==> config.mk <==
export PLATFORM = sky130hd
export DESIGN_NAME = mips_multicycle_control
export DESIGN_NICKNAME = d
export VERILOG_FILES = /design/src/rtl/mips_multicycle_control.sv
export SDC_FILE = /design/constraint.sdc
export NUM_CORES = 1
export LEC_CHECK = 0
export BUFFER_PORTS_ARGS = -buffer_cell sky130_fd_sc_hd__buf_2
export CORE_MARGIN = 4
export CORE_UTILIZATION = 45
export DETAILED_ROUTE_END_ITERATION = 16
export GPL_TIMING_DRIVEN = 0
export HOLD_SLACK_MARGIN = 0.15
export PLACE_DENSITY_LB_ADDON = 0.3
export SYNTH_ARGS = -nofsm -noshare
export SYNTH_HDL_FRONTEND = slang
export SYNTH_SLANG_ARGS = --single-unit
==> constraint.sdc <==
create_clock -name clk_i -period 3.92 [get_ports clk_i]
set_clock_uncertainty 0.15 [all_clocks]
set_input_delay 0 -clock clk_i [delete_from_list [all_inputs] [get_ports clk_i]]
set_output_delay 0 -clock clk_i [all_outputs]
set_load 0.005 [all_outputs]
==> src/rtl/mips_multicycle_control.sv <==
// mips_multicycle_control: multicycle MIPS control FSM driving ALU function, datapath muxes and memory handshake.
module mips_multicycle_control (
  input  logic       clk_i,
  input  logic       rst_ni,
  input  logic [5:0] opcode_i,
  input  logic [5:0] funct_i,
  input  logic       flag_z_i,
  input  logic       mem_ready_i,
  output logic [4:0] alu_fn_o,
  output logic [1:0] alu_src_a_o,
  output logic [1:0] alu_src_b_o,
  output logic       pc_write_o,
  output logic [1:0] pc_src_o,
  output logic       ir_write_o,
  output logic       mem_read_o,
  output logic       mem_write_o,
  output logic       reg_write_o,
  output logic       reg_dst_o,
  output logic       mem_to_reg_o,
  output logic       iord_o,
  output logic       halt_o
);
  typedef enum logic [3:0] {
    INIT, FETCH, DECODE, MEMADR, MEMRD, MEMWB, MEMWR,
    RTYPE_EX, RTYPE_WB, ADDI_EX, ADDI_WB, BRANCH, JUMP, ERROR
  } state_e;
  localparam logic [5:0] OP_R = 6'h00, OP_J = 6'h02, OP_BEQ = 6'h04, OP_BNE = 6'h05,
                         OP_ADDI = 6'h08, OP_LW = 6'h23, OP_SW = 6'h2B;
  localparam logic [4:0] FN_ADD = 5'b00001, FN_SUB = 5'b10001;
  state_e state_q, state_d;
  logic [4:0] r_fn;
  logic       r_ok, r_shift;
  always_comb begin
    r_fn = 5'b00000;
    r_ok = 1'b1;
    case (funct_i)
      6'h20: r_fn = 5'b00001;
      6'h22: r_fn = 5'b10001;
      6'h24: r_fn = 5'b00000;
      6'h25: r_fn = 5'b00100;
      6'h26: r_fn = 5'b01000;
      6'h27: r_fn = 5'b01100;
      6'h2A: r_fn = 5'b10011;
      6'h2B: r_fn = 5'b10111;
      6'h00: r_fn = 5'b00010;
      6'h02: r_fn = 5'b01010;
      6'h03: r_fn = 5'b01110;
      default: r_ok = 1'b0;
    endcase
  end
  assign r_shift = (funct_i == 6'h00) || (funct_i == 6'h02) || (funct_i == 6'h03);
  always_ff @(posedge clk_i or negedge rst_ni)
    if (!rst_ni) state_q <= INIT;
    else         state_q <= state_d;
  always_comb begin
    state_d = state_q;
    case (state_q)
      INIT:     state_d = FETCH;
      FETCH:    state_d = mem_ready_i ? DECODE : FETCH;
      DECODE:
        case (opcode_i)
          OP_LW, OP_SW:    state_d = MEMADR;
          OP_R:            state_d = r_ok ? RTYPE_EX : ERROR;
          OP_ADDI:         state_d = ADDI_EX;
          OP_BEQ, OP_BNE:  state_d = BRANCH;
          OP_J:            state_d = JUMP;
          default:         state_d = ERROR;
        endcase
      MEMADR:   state_d = (opcode_i == OP_SW) ? MEMWR : MEMRD;
      MEMRD:    state_d = mem_ready_i ? MEMWB : MEMRD;
      MEMWR:    state_d = mem_ready_i ? FETCH : MEMWR;
      RTYPE_EX: state_d = RTYPE_WB;
      ADDI_EX:  state_d = ADDI_WB;
      MEMWB, RTYPE_WB, ADDI_WB, BRANCH, JUMP: state_d = FETCH;
      default:  state_d = ERROR;
    endcase
  end
  always_comb begin
    alu_fn_o = 5'b0; alu_src_a_o = 2'b00; alu_src_b_o = 2'b00;
    pc_write_o = 1'b0; pc_src_o = 2'b00; ir_write_o = 1'b0;
    mem_read_o = 1'b0; mem_write_o = 1'b0; reg_write_o = 1'b0;
    reg_dst_o = 1'b0; mem_to_reg_o = 1'b0; iord_o = 1'b0; halt_o = 1'b0;
    case (state_q)
      FETCH: begin
        alu_fn_o = FN_ADD; alu_src_b_o = 2'b01; mem_read_o = 1'b1;
        ir_write_o = mem_ready_i; pc_write_o = mem_ready_i;
      end
      DECODE:  begin alu_fn_o = FN_ADD; alu_src_b_o = 2'b11; end
      MEMADR, ADDI_EX: begin alu_fn_o = FN_ADD; alu_src_a_o = 2'b01; alu_src_b_o = 2'b10; end
      MEMRD:   begin iord_o = 1'b1; mem_read_o = 1'b1; end
      MEMWB:   begin reg_write_o = 1'b1; mem_to_reg_o = 1'b1; end
      MEMWR:   begin iord_o = 1'b1; mem_write_o = 1'b1; end
      RTYPE_EX: begin alu_fn_o = r_fn; alu_src_a_o = r_shift ? 2'b10 : 2'b01; end
      RTYPE_WB: begin reg_write_o = 1'b1; reg_dst_o = 1'b1; end
      ADDI_WB: reg_write_o = 1'b1;
      BRANCH: begin
        alu_fn_o = FN_SUB; alu_src_a_o = 2'b01; pc_src_o = 2'b01;
        pc_write_o = (opcode_i == OP_BNE) ? ~flag_z_i : flag_z_i;
      end
      JUMP:    begin pc_write_o = 1'b1; pc_src_o = 2'b10; end
      ERROR:   halt_o = 1'b1;
      default: ;
    endcase
  end
endmodule
==> flow_summary.toml, run 1 <==
[synth]
ys_seq_area_share_pct = 14.01
synth-seq-cells = 4
synth_fp_nets = 121
yosys.area.top_type_share_pct = 14.01
syn_inst = 105
synth-main-ff-cell = "dfrtp_1"
postSynthAreaPerCell_um2 = 6.804
synth.distinct_cells = 38
yosysWarnings = 0
yosysTopAreaCell = "dfrtp_1"
synth_area_um2 = 714.4
synth-async-reset-ratio_pct = 100.0
synth_top_cells_by_area = "dfrtp_1 14%, nand2b_1 8.8%, nor2_1 7.9%"
synth_edf_count = 0

[route]
drt_iter0_drc = 28
vias = 970
routed_wirelength_um = 2152
post_drt_via_cell_ratio = 5.808
wl_per_cell_um = 12.89
ant_nets = 0
drc_errors = 0
drtPass1Iterations = 4

[placed_design]
port_buffers = 33
place_congestion = 0.7893
dp_hpwl_um = 1631

[timing]
fin_crit_sh_pct = 59.81
max-slew-margin-rel_pct = 72.42
finalHoldViolCount = 0
finalSetupViolCount = 0
grt_setup_unrepaired = "no"
fin_setup_tns_ps = 0
fin_hold_ws_ps = 163.9
fmax_mhz = 426.5
tightest_slew_ps = 408.0
finalCriticalPeriod_ps = 2345
slew_viol_final = 0

[setup_path]
rrSetupSlack_ps = 1580
crit_fanout = 10
r2r_end = "state_q[0]$_DFF_PN0_"
r2r-start = "state_q[0]$_DFF_PN0_"
rr_worst_depth = 6
end_kind = "register"
crit_arrival_ps = 2360
crit_required_ps = 3940
worstSetupPathType = "register to register"
cp-start-kind = "register"

[clocking]
clk_latency_ps = 230
cts_inserted_buffers = 3
cts_sinks = 4
cts_root_buf = "clkbuf_4"
cts_tree = "built"
clkTransAtPathRegs_ps = 40
ctsResizeCount = 0
htree_levels = 1
cts_max_path_buffers = 2

[die]
ios = 36
core.rowCount = 14
die_w_um = 47.85
coreArea_mm2 = 0.001506
die_h_um = 47.85
dieArea_mm2 = 0.002289
initial_core_util_pct = 47.43

[grt]
grt_use_total_pct = 19.67
grt_pass1_wl_um = 3270
grt_max_degree = 11
grt_overflow = 0
antenna_found_initial = 0
grt_pass1_vias = 764

[final_layout]
antennaDiodeCount = 0
largest_register_ffs = 4
fin_util_pct = 67.86
fin_nets = 169
top_register = "state_q"
reg_top3 = "state_q: 4 flops"
area_delta_synth_final_pct = 43.08
drive_gt1_share_pct = 31.13

[power]
finalPower_w = 0.0005359
p_per_area_mw_per_mm2 = 524.3
p_leak_nw = 0.4830
ir_drop_mv = 0.3968

[run_status]
status = "finished, final reports clean"

[min_path]
worstHoldEndpoint = "state_q[3]$_DFF_PN0_"
hold_path_class = "input port to register"
hp-start = "funct_i[2]"
holdPathStages = 4

[flow_run]
cap_violations = 0
## layout by cell type, fill, tap and decap left out, drive strengths merged, types with 3 or more instances in the layout
cell | Yosys | final
nand2 | 7 | 7
nor3 | 9 | 9
o21ai | 6 | 6
a21oi | 7 | 7
nand3 | 3 | 3
o211ai | 3 | 3
nor4b | 3 | 3
nor2 | 15 | 15
buf | 7 | 40
clkbuf | 0 | 3
dlygate4sd3 | 0 | 10
o22ai | 3 | 3
nand2b | 11 | 11
dfrtp | 4 | 4
## synth_stat cells, drive strengths merged (3+ instances only)
cell	number
nor2	15
nand2b	11
nor3	9
a21oi	7
buf	7
nand2	7
o21ai	6
dfrtp	4
nand3	3
nor4b	3
o211ai	3
o22ai	3
## critical path: stages, from the launching register on
cell	delay (ps)
dfrtp_1	390
buf_2	200
a41oi_1	200
dlygate4sd3_1	590
nor2_1	40
nor3_1	140
dlygate4sd3_1	570
## cell families after synthesis
group	count (synthesis)	synth area share [%]
compound gates	30	27.67
xor+xnor	4	4.905
buf+inv	9	6.831
flops	4	14.01
mux	1	1.401
simple gates	57	45.19
## area by class of cell
type | count | area, um2
multi-input combinational | 92 | 565.5
buffer | 7 | 41.29
tap | 16 | 20.02
timing repair buffer | 43 | 265.3
inverter | 2 | 7.507
sequential | 4 | 100.1
fill | 147 | 484.2
clock buffer | 3 | 22.52
## per-layer routing
layer,part of all wire [%],global-route usage (%),vias up
met2,49,32.98,49
met3,9.6,3.759,2
met5,0,0,-
met1,41,27.05,436
met4,0.14,1.613,0
li1,-,-,483
## how the worst max path moves through the flow
stage,slack [ps],start,endpoint
finish,1580,state_q[0]$_DFF_PN0_,state_q[0]$_DFF_PN0_
global route,1550,state_q[0]$_DFF_PN0_,state_q[0]$_DFF_PN0_
CTS,1670,state_q[0]$_DFF_PN0_,state_q[0]$_DFF_PN0_
detailed placement,2430,state_q[3]$_DFF_PN0_,alu_fn_o[0]
global placement,2430,state_q[3]$_DFF_PN0_,alu_fn_o[0]
floorplan,2650,state_q[0]$_DFF_PN0_,state_q[1]$_DFF_PN0_
## report_power, final
part	internal, W	total [W]	switching, W
Clock	0.0000341	0.0000495	0.0000153
Sequential	0.0000599	0.0000870	0.0000270
Combinational	0.000188	0.000399	0.000211
Total	0.000282	0.000536	0.000254
## per-stage QoR
stage          std cells  area [um2]  worst slack [ps]
6_report             167        1022              1575
5_1_grt              167        1022              1546
4_1_cts              167        1022              1670
3_5_place_dp         154       899.6              2429
3_3_place_gp         154       899.6              2434
2_1_floorplan        105       714.4              2645
## repair_timing
| action | CTS | global route |
|---|---|---|
| endpoints found under the hold margin | 8 | 0 |
| hold buffers | 10 | 0 |
| buffers inserted | 0 | 0 |
No activity file was read; power rests on OpenSTA's default activity.
==> inputs of run 2 (changes only) <==
CORE_ASPECT_RATIO = 0.8   (was unset)
CORE_UTILIZATION = 40   (was 45)
clock period = 1.9 ns   (was 3.92 ns; I/O delays follow)
==> run 2 against run 1 <==
Against the previous run:
- cell area rose by 3.4%
- non-clock buffer count rose by 2
- total power rose by 98%
- worst hold slack improved by 18 ps
- die area rose by 11%
- sequential share of layout area fell by 0.32 points
- largest power group unchanged
- sequential power rose by 110%
- core utilization fell by 4.1 points
- count of clock-buffer cells in the layout did not move
- worst setup slack got worse by 1500 ps
- highest routed layer unchanged
- critical path depth did not move
==> flow_summary.toml, run 2 (synthesis gave the netlist of run 1 again) <==
[die]
ios = 36
die_h_um = 45.80
initial_core_util_pct = 43.06
die_w_um = 55.25
dieArea_mm2 = 0.002530
core.rowCount = 13
coreArea_mm2 = 0.001659

[setup_path]
crit_arrival_ps = 1780
cp_top_family = "buffers and inverters"
worstSetupPathType = "input port to register"
crit_buf_inv = 3
slowest_delay_ps = 580
crit_chain = "dlygate4sd3_1 -> buf_2 -> nand4b_1 -> o31ai_1 -> dlygate4sd3_1 -> a211oi_1"
crit_required_ps = 1880
crit_fanout = 4
crit_slowest_cell = "dlygate4sd3_1"
end_kind = "register"
cpMostUsedCell = "dlygate4sd3_1"
cp-start-kind = "input port"

[grt]
antenna_found_initial = 0
grt_use_total_pct = 18.55
grt_max_degree = 11
grt_pass1_vias = 852
grt_overflow = 0
grt_pass1_wl_um = 3719

[final_layout]
drive_gt1_share_pct = 32.03
layout.cells.non_filler = 175
top_register = "state_q"
fin_nets = 171
antennaDiodeCount = 0
largest_register_ffs = 4
area_delta_synth_final_pct = 47.99
reg_top3 = "state_q: 4 flops"
fin_util_pct = 63.73
final_cell_mix = "39 x buf_2, 14 x nor2_1, 12 x dlygate4sd3_1, 10 x nand2b_1, 8 x nor3_1"
layout_commonest_cell = "buf_2"

[clocking]
htree_levels = 1
clk_latency_ps = 240
cts_root_buf = "clkbuf_4"
cts_tree = "built"
clkTransAtPathRegs_ps = 40
post_cts_buffers = 0
cts_max_path_buffers = 2
cts_inserted_buffers = 3
cts_sinks = 4

[route]
drt_iter0_drc = 31
vias = 993
routed_wirelength_um = 2339
ant_nets = 0
wl_per_cell_um = 13.37
drc_errors = 0
drtPass1Iterations = 4
post_drt_via_cell_ratio = 5.674

[flow_run]
cap_violations = 0

[power]
ir_drop_mv = 0.5001
finalPower_w = 0.001060
p_per_area_mw_per_mm2 = 1002
p_leak_nw = 0.4920

[placed_design]
pre_cts_ws_ps = 409.2
port_buffers = 33
dp_hpwl_um = 1790
place_congestion = 0.8337
dp.cells = 160

[timing]
slew_viol_final = 0
max-slew-margin-rel_pct = 76.54
fmax_mhz = 553.3
fin_setup_tns_ps = 0
fin_ws_ps = 92.75
fin_crit_sh_pct = 95.12
grt_setup_unrepaired = "no"
finalCriticalPeriod_ps = 1807
finalSetupViolCount = 0
finalHoldViolCount = 0
tightest_slew_ps = 347.0

[run_status]
status = "finished, final reports clean"

[min_path]
hold_path_class = "input port to register"
-- run 2: cell types whose count changed in the layout (fill, tap and decap cells not counted), sizes merged --
cell | before | now
dlygate4sd3 | 10 | 12
-- run 2: per-stage QoR --
| stage | hold WS [ps] | area [um2] |
|---|---|---|
| after global routing | 220.1 | 1057 |
| after floorplan | -445.6 | 714.4 |
| after detailed placement | -342.2 | 907.1 |
| final | 181.4 | 1057 |
| after global placement | -347.9 | 907.1 |
| after CTS | 174.0 | 1050 |
-- run 2: cell type report --
class / count / area (um2)
buffer: 7 / 41.29
clock buffer: 3 / 22.52
fill: 155 / 601.8
inverter: 2 / 7.507
multi-input combinational: 92 / 573.1
sequential: 4 / 100.1
tap: 22 / 27.53
timing repair buffer: 45 / 285.3
-- run 2: tightest hold or removal path: stages --
cell,delay [ps]
buf_2,120
and4b_1,210
o211ai_1,100
nand3_1,80
-- run 2: timing repair --
action | 4_1_cts | 5_1_grt
endpoints found under the hold margin | 8 | 0
hold buffers | 12 | 0
gates resized for setup | 0 | 2
setup endpoints to repair | 0 | 1
-- run 2: worst paths after layout --
kind                                           start                    to  slack [ps]  cells after the start
worst max-delay path                     opcode_i[1]  state_q[2]$_DFF_PN0_          90                      6
worst min-delay path                      funct_i[4]  state_q[1]$_DFF_PN0_         180                      4
worst max register to register  state_q[3]$_DFF_PN0_  state_q[1]$_DFF_PN0_         150                      5
worst min register to register  state_q[3]$_DFF_PN0_  state_q[0]$_DFF_PN0_         560                      2
max in group asynchronous                     rst_ni  state_q[3]$_DFF_PN0_         920                      3
min in group asynchronous                     rst_ni  state_q[2]$_DFF_PN0_         510                      3
-- run 2: where the power goes --
part           internal, W  switching [W]  total [W]
combinational     0.000332       0.000439   0.000771
clock            0.0000707      0.0000354   0.000106
sequential        0.000124      0.0000586   0.000182
-- run 2: layer usage --
layer	GRT usage (%)	routed length, um	vias to the layer above
met5	0	0	-
li1	-	-	487
met3	4.249	226	7
met4	8.252	42	0
met1	23.46	1020	444
met2	30.66	1049	55
==> inputs of run 3 (changes only) <==
CORE_ASPECT_RATIO = unset   (was 0.8)
CORE_UTILIZATION = 45   (was 40)
clock period = 2.1 ns   (was 1.9 ns; I/O delays follow)
==> run 3 against run 2 <==
Against the previous run:
- worst setup slack improved by 12 ps
- clock power fell by 12%
- non-clock buffer count fell by 3
- sequential cell count did not move
- cell area fell by 3.2%
- total power fell by 6.2%
- die area fell by 9.5%
==> flow_summary.toml, run 3 (synthesis gave the netlist of run 1 again) <==
[timing]
max-slew-margin-rel_pct = 71.27
fin_crit_sh_pct = 95.01
finalHoldViolCount = 0
slew_viol_final = 0
fmax_mhz = 501.2
finalCriticalPeriod_ps = 1995
fin_hold_ws_ps = 175.0
fin_setup_tns_ps = 0
tightest_slew_ps = 424.9
finalSetupViolCount = 0
fin_ws_ps = 104.7
grt_setup_unrepaired = "no"

[final_layout]
final_cell_area_mm2 = 0.001023
final_cell_mix = "39 x buf_2, 15 x nor2_1, 10 x nand2b_1, 9 x dlygate4sd3_1"
fin_nets = 168
layout_commonest_cell = "buf_2"
antennaDiodeCount = 0
largest_register_ffs = 4
reg_top3 = "state_q: 4 flops"
drive_gt1_share_pct = 32.67
top_register = "state_q"
layout.cells.non_filler = 166
area_delta_synth_final_pct = 43.26

[clocking]
clk_latency_ps = 230
htree_levels = 1
cts_tree = "built"
cts_max_path_buffers = 2
clkTransAtPathRegs_ps = 40
cts_root_buf = "clkbuf_4"
cts_sinks = 4
post_cts_buffers = 0
cts_inserted_buffers = 3

[route]
drc_errors = 0
routed_wirelength_um = 2154
drtPass1Iterations = 4
vias = 947
ant_nets = 0
post_drt_via_cell_ratio = 5.705
drt_iter0_drc = 27
wl_per_cell_um = 12.98

[setup_path]
r2r-start = "state_q[0]$_DFF_PN0_"
slowest_delay_ps = 540
crit_chain = "buf_2 -> nor4b_1 -> a21oi_1 -> nand3_1 -> dlygate4sd3_1"
crit_arrival_ps = 2010
worstSetupPathType = "register to register"
crit_required_ps = 2120
crit_slowest_cell = "dlygate4sd3_1"
end_kind = "register"
crit_fanout = 10
critPathLaunch = "state_q[0]$_DFF_PN0_"
cp-start-kind = "register"

[grt]
antenna_found_initial = 0
grt_pass1_wl_um = 3256
grt_overflow = 0
grt_use_total_pct = 19.58
grt_pass1_vias = 760
grt_max_degree = 11

[die]
die_w_um = 47.85
ios = 36
die_h_um = 47.85
core.rowCount = 14
dieArea_mm2 = 0.002289
coreArea_mm2 = 0.001506
initial_core_util_pct = 47.43

[placed_design]
place_area_um2 = 899.6
dp.cells = 154
port_buffers = 33
place_congestion = 0.7893
pre_cts_ws_ps = 608.7
dp_hpwl_um = 1631

[power]
ir_drop_mv = 0.7369
p_leak_nw = 0.4820
p_per_area_mw_per_mm2 = 971.5

[flow_run]
cap_violations = 0

[min_path]
hp-start = "funct_i[2]"
hold_path_class = "input port to register"

[run_status]
status = "finished, final reports clean"
[run 3: path summary, 6_finish.rpt]
path / end / slack [ps] / cells after the start
worst min-delay path: state_q[3]$_DFF_PN0_ / 180 / 4
worst min register to register: state_q[0]$_DFF_PN0_ / 610 / 2
min in group asynchronous: state_q[2]$_DFF_PN0_ / 530 / 3
worst max register to register: state_q[1]$_DFF_PN0_ / 100 / 5
max in group asynchronous: state_q[3]$_DFF_PN0_ / 1100 / 3
worst max-delay path: state_q[1]$_DFF_PN0_ / 100 / 5
[run 3: final cells by class]
type / instances / area [um2]
well taps: 16 / 20.02
inverters: 2 / 7.507
multi-input cells: 92 / 576.8
plain buffers: 7 / 41.29
fillers: 144 / 483.0
repair buffers: 42 / 255.2
flip-flops and latches: 4 / 100.1
clock buffers: 3 / 22.52
[run 3: metal layers]
metal | share of wire, % | up-vias | track usage (%)
met1 | 42 | 426 | 26.33
met3 | 8.0 | 0 | 3.759
li1 | - | 481 | -
met5 | 0 | - | 0
met4 | 0 | 0 | 1.613
met2 | 50 | 40 | 33.51
[run 3: through the flow]
| step | power [W] | utilization [%] |
|---|---|---|
| floorplan | 0.0005901 | - |
| global placement | 0.0008052 | 59.72 |
| detailed placement | 0.0008205 | 59.72 |
| CTS | 0.0009737 | 67.19 |
| global route | 0.001090 | 67.94 |
| finish | 0.0009943 | 67.94 |
[run 3: power by group]
part	total, W	switching (W)	internal [W]
combinational	0.000741	0.000403	0.000338
sequential	0.000161	0.0000487	0.000112
clock	0.0000928	0.0000291	0.0000638
[run 3: worst max-delay path, delay by kind of cell (launching register included)]
family / cells / cell delay (ps)
AOI/OAI and AO/OA: 1 / 140
DFF: 1 / 390
buffers and inverters: 2 / 730
and+or+nand+nor: 2 / 530
[run 3: what timing repair did]
| item | CTS | global route |
|---|---|---|
| endpoints found under the hold margin | 8 | 0 |
| setup endpoints to repair | 0 | 1 |
| hold buffers | 9 | 0 |
| gates resized for setup | 0 | 2 |
